**src/rtl/prog_loader.sv**
```systemverilog
// Serial program loader: shifts DEPTH bytes in from two board pins, writes them
// into the program RAM, then reads the RAM back and compares checksums.
module prog_loader #(
  parameter int DEPTH = 16,
  parameter int AW    = 4,
  parameter int DW    = 8
) (
  input  logic          clk,
  input  logic          rst,
  input  logic          ser_clk,
  input  logic          ser_data,
  input  logic          load_start,
  input  logic [AW-1:0] cpu_addr,
  input  logic [DW-1:0] r_data,
  output logic          prog_mode,
  output logic [AW-1:0] prog_addr,
  output logic [DW-1:0] w_data,
  output logic [AW-1:0] ram_addr,
  output logic          halt_cpu,
  output logic          busy,
  output logic          done,
  output logic          ok
);

  localparam int BW = $clog2(DW + 1);
  localparam int VW = AW + 1;

  typedef enum logic [2:0] {IDLE, RECV, WRITE, VERIFY, DONE} state_t;

  state_t        state, state_next;
  logic          sclk_s1, sclk_s2, sclk_prev;
  logic          sdat_s1, sdat_s2;
  logic          lst_s1, lst_s2, lst_prev;
  logic          sclk_rise, lst_rise;
  logic [DW-2:0] shreg;
  logic [BW-1:0] bitcnt;
  logic [AW-1:0] addr;
  logic [VW-1:0] vaddr;
  logic [DW-1:0] wsum, rsum, rsum_next;

  // NOTE: every flop uses non-blocking assignment and the asynchronous reset, so
  // order within a block never matters and an abort takes effect without a clk.
  always_ff @(posedge clk or negedge rst) begin
    if (!rst) begin
      sclk_s1   <= 1'b0;
      sclk_s2   <= 1'b0;
      sclk_prev <= 1'b0;
      sdat_s1   <= 1'b0;
      sdat_s2   <= 1'b0;
      lst_s1    <= 1'b0;
      lst_s2    <= 1'b0;
      lst_prev  <= 1'b0;
    end else begin
      sclk_s1   <= ser_clk;
      sclk_s2   <= sclk_s1;
      sclk_prev <= sclk_s2;
      sdat_s1   <= ser_data;
      sdat_s2   <= sdat_s1;
      lst_s1    <= load_start;
      lst_s2    <= lst_s1;
      lst_prev  <= lst_s2;
    end
  end

  assign sclk_rise = sclk_s2 & ~sclk_prev;
  assign lst_rise  = lst_s2 & ~lst_prev;
  assign rsum_next = rsum + r_data;

  always_ff @(posedge clk or negedge rst) begin
    if (!rst) state <= IDLE;
    else      state <= state_next;
  end

  // NOTE: all outputs of this block get a default first, so no latch can be inferred.
  always_comb begin
    state_next = state;
    prog_mode  = 1'b0;
    busy       = 1'b0;
    ram_addr   = cpu_addr;
    case (state)
      IDLE, DONE: if (lst_rise) state_next = RECV;
      RECV: begin
        busy = 1'b1;
        if (sclk_rise && bitcnt == BW'(DW - 1)) state_next = WRITE;
      end
      WRITE: begin
        busy       = 1'b1;
        prog_mode  = 1'b1;
        state_next = (addr == AW'(DEPTH - 1)) ? VERIFY : RECV;
      end
      VERIFY: begin
        busy     = 1'b1;
        ram_addr = vaddr[AW-1:0];
        if (vaddr == VW'(DEPTH)) state_next = DONE;
      end
      default: state_next = IDLE;
    endcase
  end

  assign halt_cpu = busy;

  always_ff @(posedge clk or negedge rst) begin
    if (!rst) begin
      shreg     <= '0;
      bitcnt    <= '0;
      addr      <= '0;
      vaddr     <= '0;
      wsum      <= '0;
      rsum      <= '0;
      prog_addr <= '0;
      w_data    <= '0;
      done      <= 1'b0;
      ok        <= 1'b0;
    end else begin
      case (state)
        IDLE, DONE: begin
          if (lst_rise) begin
            addr   <= '0;
            bitcnt <= '0;
            wsum   <= '0;
            rsum   <= '0;
            done   <= 1'b0;
            ok     <= 1'b0;
          end
        end
        RECV: begin
          if (sclk_rise) begin
            shreg <= {shreg[DW-3:0], sdat_s2};
            if (bitcnt == BW'(DW - 1)) begin
              bitcnt    <= '0;
              w_data    <= {shreg, sdat_s2};
              prog_addr <= addr;
            end else begin
              bitcnt <= bitcnt + BW'(1);
            end
          end
        end
        WRITE: begin
          wsum <= wsum + w_data;
          if (addr == AW'(DEPTH - 1)) vaddr <= '0;
          else                        addr  <= addr + AW'(1);
        end
        VERIFY: begin
          vaddr <= vaddr + VW'(1);
          // Read data lags the address by one clk, so cycle 0 has nothing to add.
          if (vaddr != '0) rsum <= rsum_next;
          if (vaddr == VW'(DEPTH)) begin
            done <= 1'b1;
            ok   <= (rsum_next == wsum);
          end
        end
        default: ;
      endcase
    end
  end

endmodule
```
**config.mk**
```make
export PLATFORM = sky130hd
export DESIGN_NAME = prog_loader
export DESIGN_NICKNAME = d
export VERILOG_FILES = /design/src/rtl/prog_loader.sv
export SDC_FILE = /design/constraint.sdc
export NUM_CORES = 1
export LEC_CHECK = 0
export ABC_AREA = 1
export CAP_MARGIN = 25
export CORE_ASPECT_RATIO = 0.7
export CORE_UTILIZATION = 40
export CTS_CLUSTER_SIZE = 16
export DETAILED_ROUTE_END_ITERATION = 16
export PLACE_DENSITY = 0.68
export SLEW_MARGIN = 10
export SYNTH_ARGS = -nofsm -noshare
export SYNTH_HDL_FRONTEND = slang
export SYNTH_SLANG_ARGS = --single-unit
```
**constraint.sdc**
```tcl
create_clock -name clk -period 2.3 [get_ports clk]
set_clock_uncertainty 0.05 [all_clocks]
set_input_delay 0.46 -clock clk [delete_from_list [all_inputs] [get_ports clk]]
set_output_delay 0.46 -clock clk [all_outputs]
set_load 0.03 [all_outputs]
```
==> impl_results.md <==
- CP Class: in -> reg
- Primary FF master, synth: dfrtp_1
- CP arrival: roughly 2300 ps
- Layout cell share with drive strength beyond 1: 8.26%
- Gr usage total: between 10% and 20%
- Post-DP Area: 0.00379 mm²
- Drt total wl: 6890 µm
- Final hold vios: 0
- Power density over cell area: 1220 mW/mm²
- Slew headroom: 66.1%
- Placed Instances: ~530
- Crit-path slowest cell: clkdlybuf4s50_1
- First-pass GRT wire length: between 10000 and 15000 µm
- Clock sinks: 61
- Fin nets: between 400 and 500
- Status: finished clean
- Vias in the first global route: between 2000 and 3000
- Initial Utilization: a little over 40%
- Antenna diodes: 0
- Die H: 77.5 µm
- Initial DRC Count: around 150
- Num CTS Buffers: 9
- Crit. End Element: flop
- IO Count: 38
- Placer congestion estimate: between 0.8 and 0.9
- Die area: about 0.0085 mm²
- Hold WS: around 56 ps
- Routed vias/inst: just under 5
- Syn. warnings: 0
- Final setup vio count: 0
- Post-Layout Cell Count: between 500 and 600
- Sequential share of the synthesized area: about 47%
- Yosys reg bits: around 60
- Cells along the critical path: clkdlybuf4s50_1 -> ha_1 -> fa_1 -> nand2_1 -> nand2_1 -> nand3b_1 -> nand2_1 -> nand2_1 -> nand3_1 -> nand2_1 -> nor2_1 -> nand2_1 -> nand2_1
- RSZ-0062 raised after global routing: no
- Crit-path max cell delay: between 400 and 500 ps
- Vias after detailed routing: 2730
- Worst-Margin Slew: 507 ps
- Worst VDD drop: 0.663 mV
- Startpoint types: input pin
- Post-DP HPWL: between 5000 and 6000 µm
- CP dominant cell by count: nand2_1
- Ratio of final minimum period to clock period: roughly 90%
- Rows: 27
- Drt pass-1 iters: 4
- Post-synth EDFFs: 0
- Mapped Nets: 427
- Fin area: 0.00412 mm²
- Class of the worst hold path: in -> async
- Distinct cells, synth: 33
- Synth-to-Final Area Change: 26.6%
- CTS clk-pin slew, worst paths: 50 ps
- Maximum clock path buffer count: 2
- Post-synth ARST share: 100%
- CTS tree: built
- Routed Antenna Nets: 0
- Fin. max-slew vios: 0
- Cell count of the worst reg-to-reg path: 12
- IO Port Bufs: 37
- Post-synthesis cell area: 0.00325 mm²
- MaxCap Viol Count: 0
- Max Freq: about 480 MHz
- Fin util: 52.3%
- # DRC: 0
- Min cycle time layout: between 2000 and 2500 ps
- Worst-Skew Late Latency: approximately 320 ps
- Initial antenna violation count: 0
- CP required: ~2500 ps
- Die W: approximately 110 µm
- H-tree depth: 3
- Core area: 0.00787 mm²
- Avg Cell Area, Syn: between 8 and 9 µm²
- Avg WL per Cell: around 13 µm
- Largest net degree at the start of global routing: 24
- Root Driver: clkbuf_16
- GR Overflow Total: 0
- Post-Syn Instances: 390
- Filler cells: 740
- P_leak: between 2 and 2.5 nW
- Critical-path maximum fanout: 3
[sequential cells by signal, summed over array words and instances, names as in the netlist]
name / count
rsum: 8
sclk_s2: 1
sdat_s2: 1
lst_prev: 1
state: 3
done: 1
addr: 4
shreg: 7
sclk_s1: 1
sclk_prev: 1
vaddr: 5
wsum: 8
bitcnt: 4
prog_addr: 4
sdat_s1: 1
lst_s2: 1
ok: 1
lst_s1: 1
w_data: 8
[area by class of cell]
cell class | instances | area (µm²) | share of cell area, %
repair buffers | 48 | 440 | 10.7
inverters | 57 | 214 | 5.19
flip-flops and latches | 61 | 1530 | 37.1
clock buffers | 12 | 256 | 6.23
multi-input cells | 266 | 1490 | 36.1
well taps | 101 | 126 | 3.07
clock inverters | 4 | 70.1 | 1.70
[synth_stat cells, types with 4 or more instances]
library cell | count | area, µm²
nand3_1 | 37 | 185
inv_1 | 56 | 210
nor2_1 | 25 | 93.8
o22ai_1 | 6 | 37.5
nand2_1 | 95 | 357
dfrtp_1 | 61 | 1530
xor2_1 | 6 | 52.6
a21oi_1 | 14 | 70.1
ha_1 | 18 | 225
o21ai_0 | 29 | 145
xnor2_1 | 4 | 35.0
a22o_1 | 4 | 35.0
[metal layers]
metal  track usage (%)  routed length [µm]  up-vias
met5                 0                   0        -
met4              5.33                  59        0
met3              5.46                 377        6
met2              27.5                3010       61
met1              25.3                3440     1272
li1                  -                   -     1391
[kinds of logic after synthesis]
logic type / after synthesis / share of synthesized area, %
AND/OR/NAND/NOR: 166 / 21.7
AO/OA/AOI/OAI: 67 / 12.1
buffers and inverters: 63 / 7.46
flip-flops: 61 / 46.9
adder cells (fa/ha/maj): 20 / 8.15
XOR/XNOR: 10 / 2.69
multiplexers: 3 / 1.04
[final timing paths]
| path | end | slack [ps] | startpoint |
|---|---|---|---|
| max | ok$_DFFE_PN0P_ | 200 | r_data[0] |
| min | shreg[5]$_DFFE_PN0P_ | 60 | rst |
| max reg2reg | ok$_DFFE_PN0P_ | 390 | rsum[0]$_DFFE_PN0P_ |
| min reg2reg | sclk_s2$_DFF_PN0_ | 290 | sclk_s1$_DFF_PN0_ |
| max in group asynchronous | lst_prev$_DFF_PN0_ | 1560 | rst |
| min in group clk | sclk_s2$_DFF_PN0_ | 290 | sclk_s1$_DFF_PN0_ |
[stage by stage]
stage | setup TNS (ps) | total power, mW | setup slack, ps
finish | 0 | 5.02 | 202
floorplan | 0 | 2.99 | 253
detailed placement | -188 | 3.58 | -127
CTS | 0 | 5.07 | 21.1
global route | 0 | 5.43 | 4.38
global placement | -92.4 | 3.52 | -79.5
[worst max-delay path, delay by kind of cell]
family	cells	cell delay [ps]
simple gates	10	760
fa+ha+maj	2	640
buf+inv	1	410
[report_power, final]
part           switching, mW  internal, mW
registers              0.238          1.37
clock network          0.450          1.00
logic                   1.19         0.772
total                   1.88          3.14
[cell usage in the layout (no fill, tap or decap), types with 3 or more instances in the layout]
cell / netlist / layout
o22ai_1: 6 / 6
a21oi_1: 14 / 14
dfrtp_1: 61 / 61
o21ai_0: 29 / 29
clkdlybuf4s50_1: 0 / 29
nand4_1: 3 / 3
ha_1: 18 / 18
clkbuf_16: 0 / 9
inv_1: 56 / 56
nand3_1: 37 / 37
a31oi_1: 3 / 3
a22o_1: 4 / 4
nor2_1: 25 / 25
nand2_1: 95 / 95
xnor2_1: 4 / 4
a32o_1: 3 / 3
buf_4: 1 / 16
xor2_1: 6 / 6
[repair_timing]
| action | CTS | global route |
|---|---|---|
| setup buffers | 0 | 0 |
| resized for setup | 0 | 2 |
| endpoints found under the setup margin | 0 | 2 |
| hold buffers | 0 | 0 |
| hold endpoints to repair | 0 | 0 |
(Power assumes the default switching activity.)
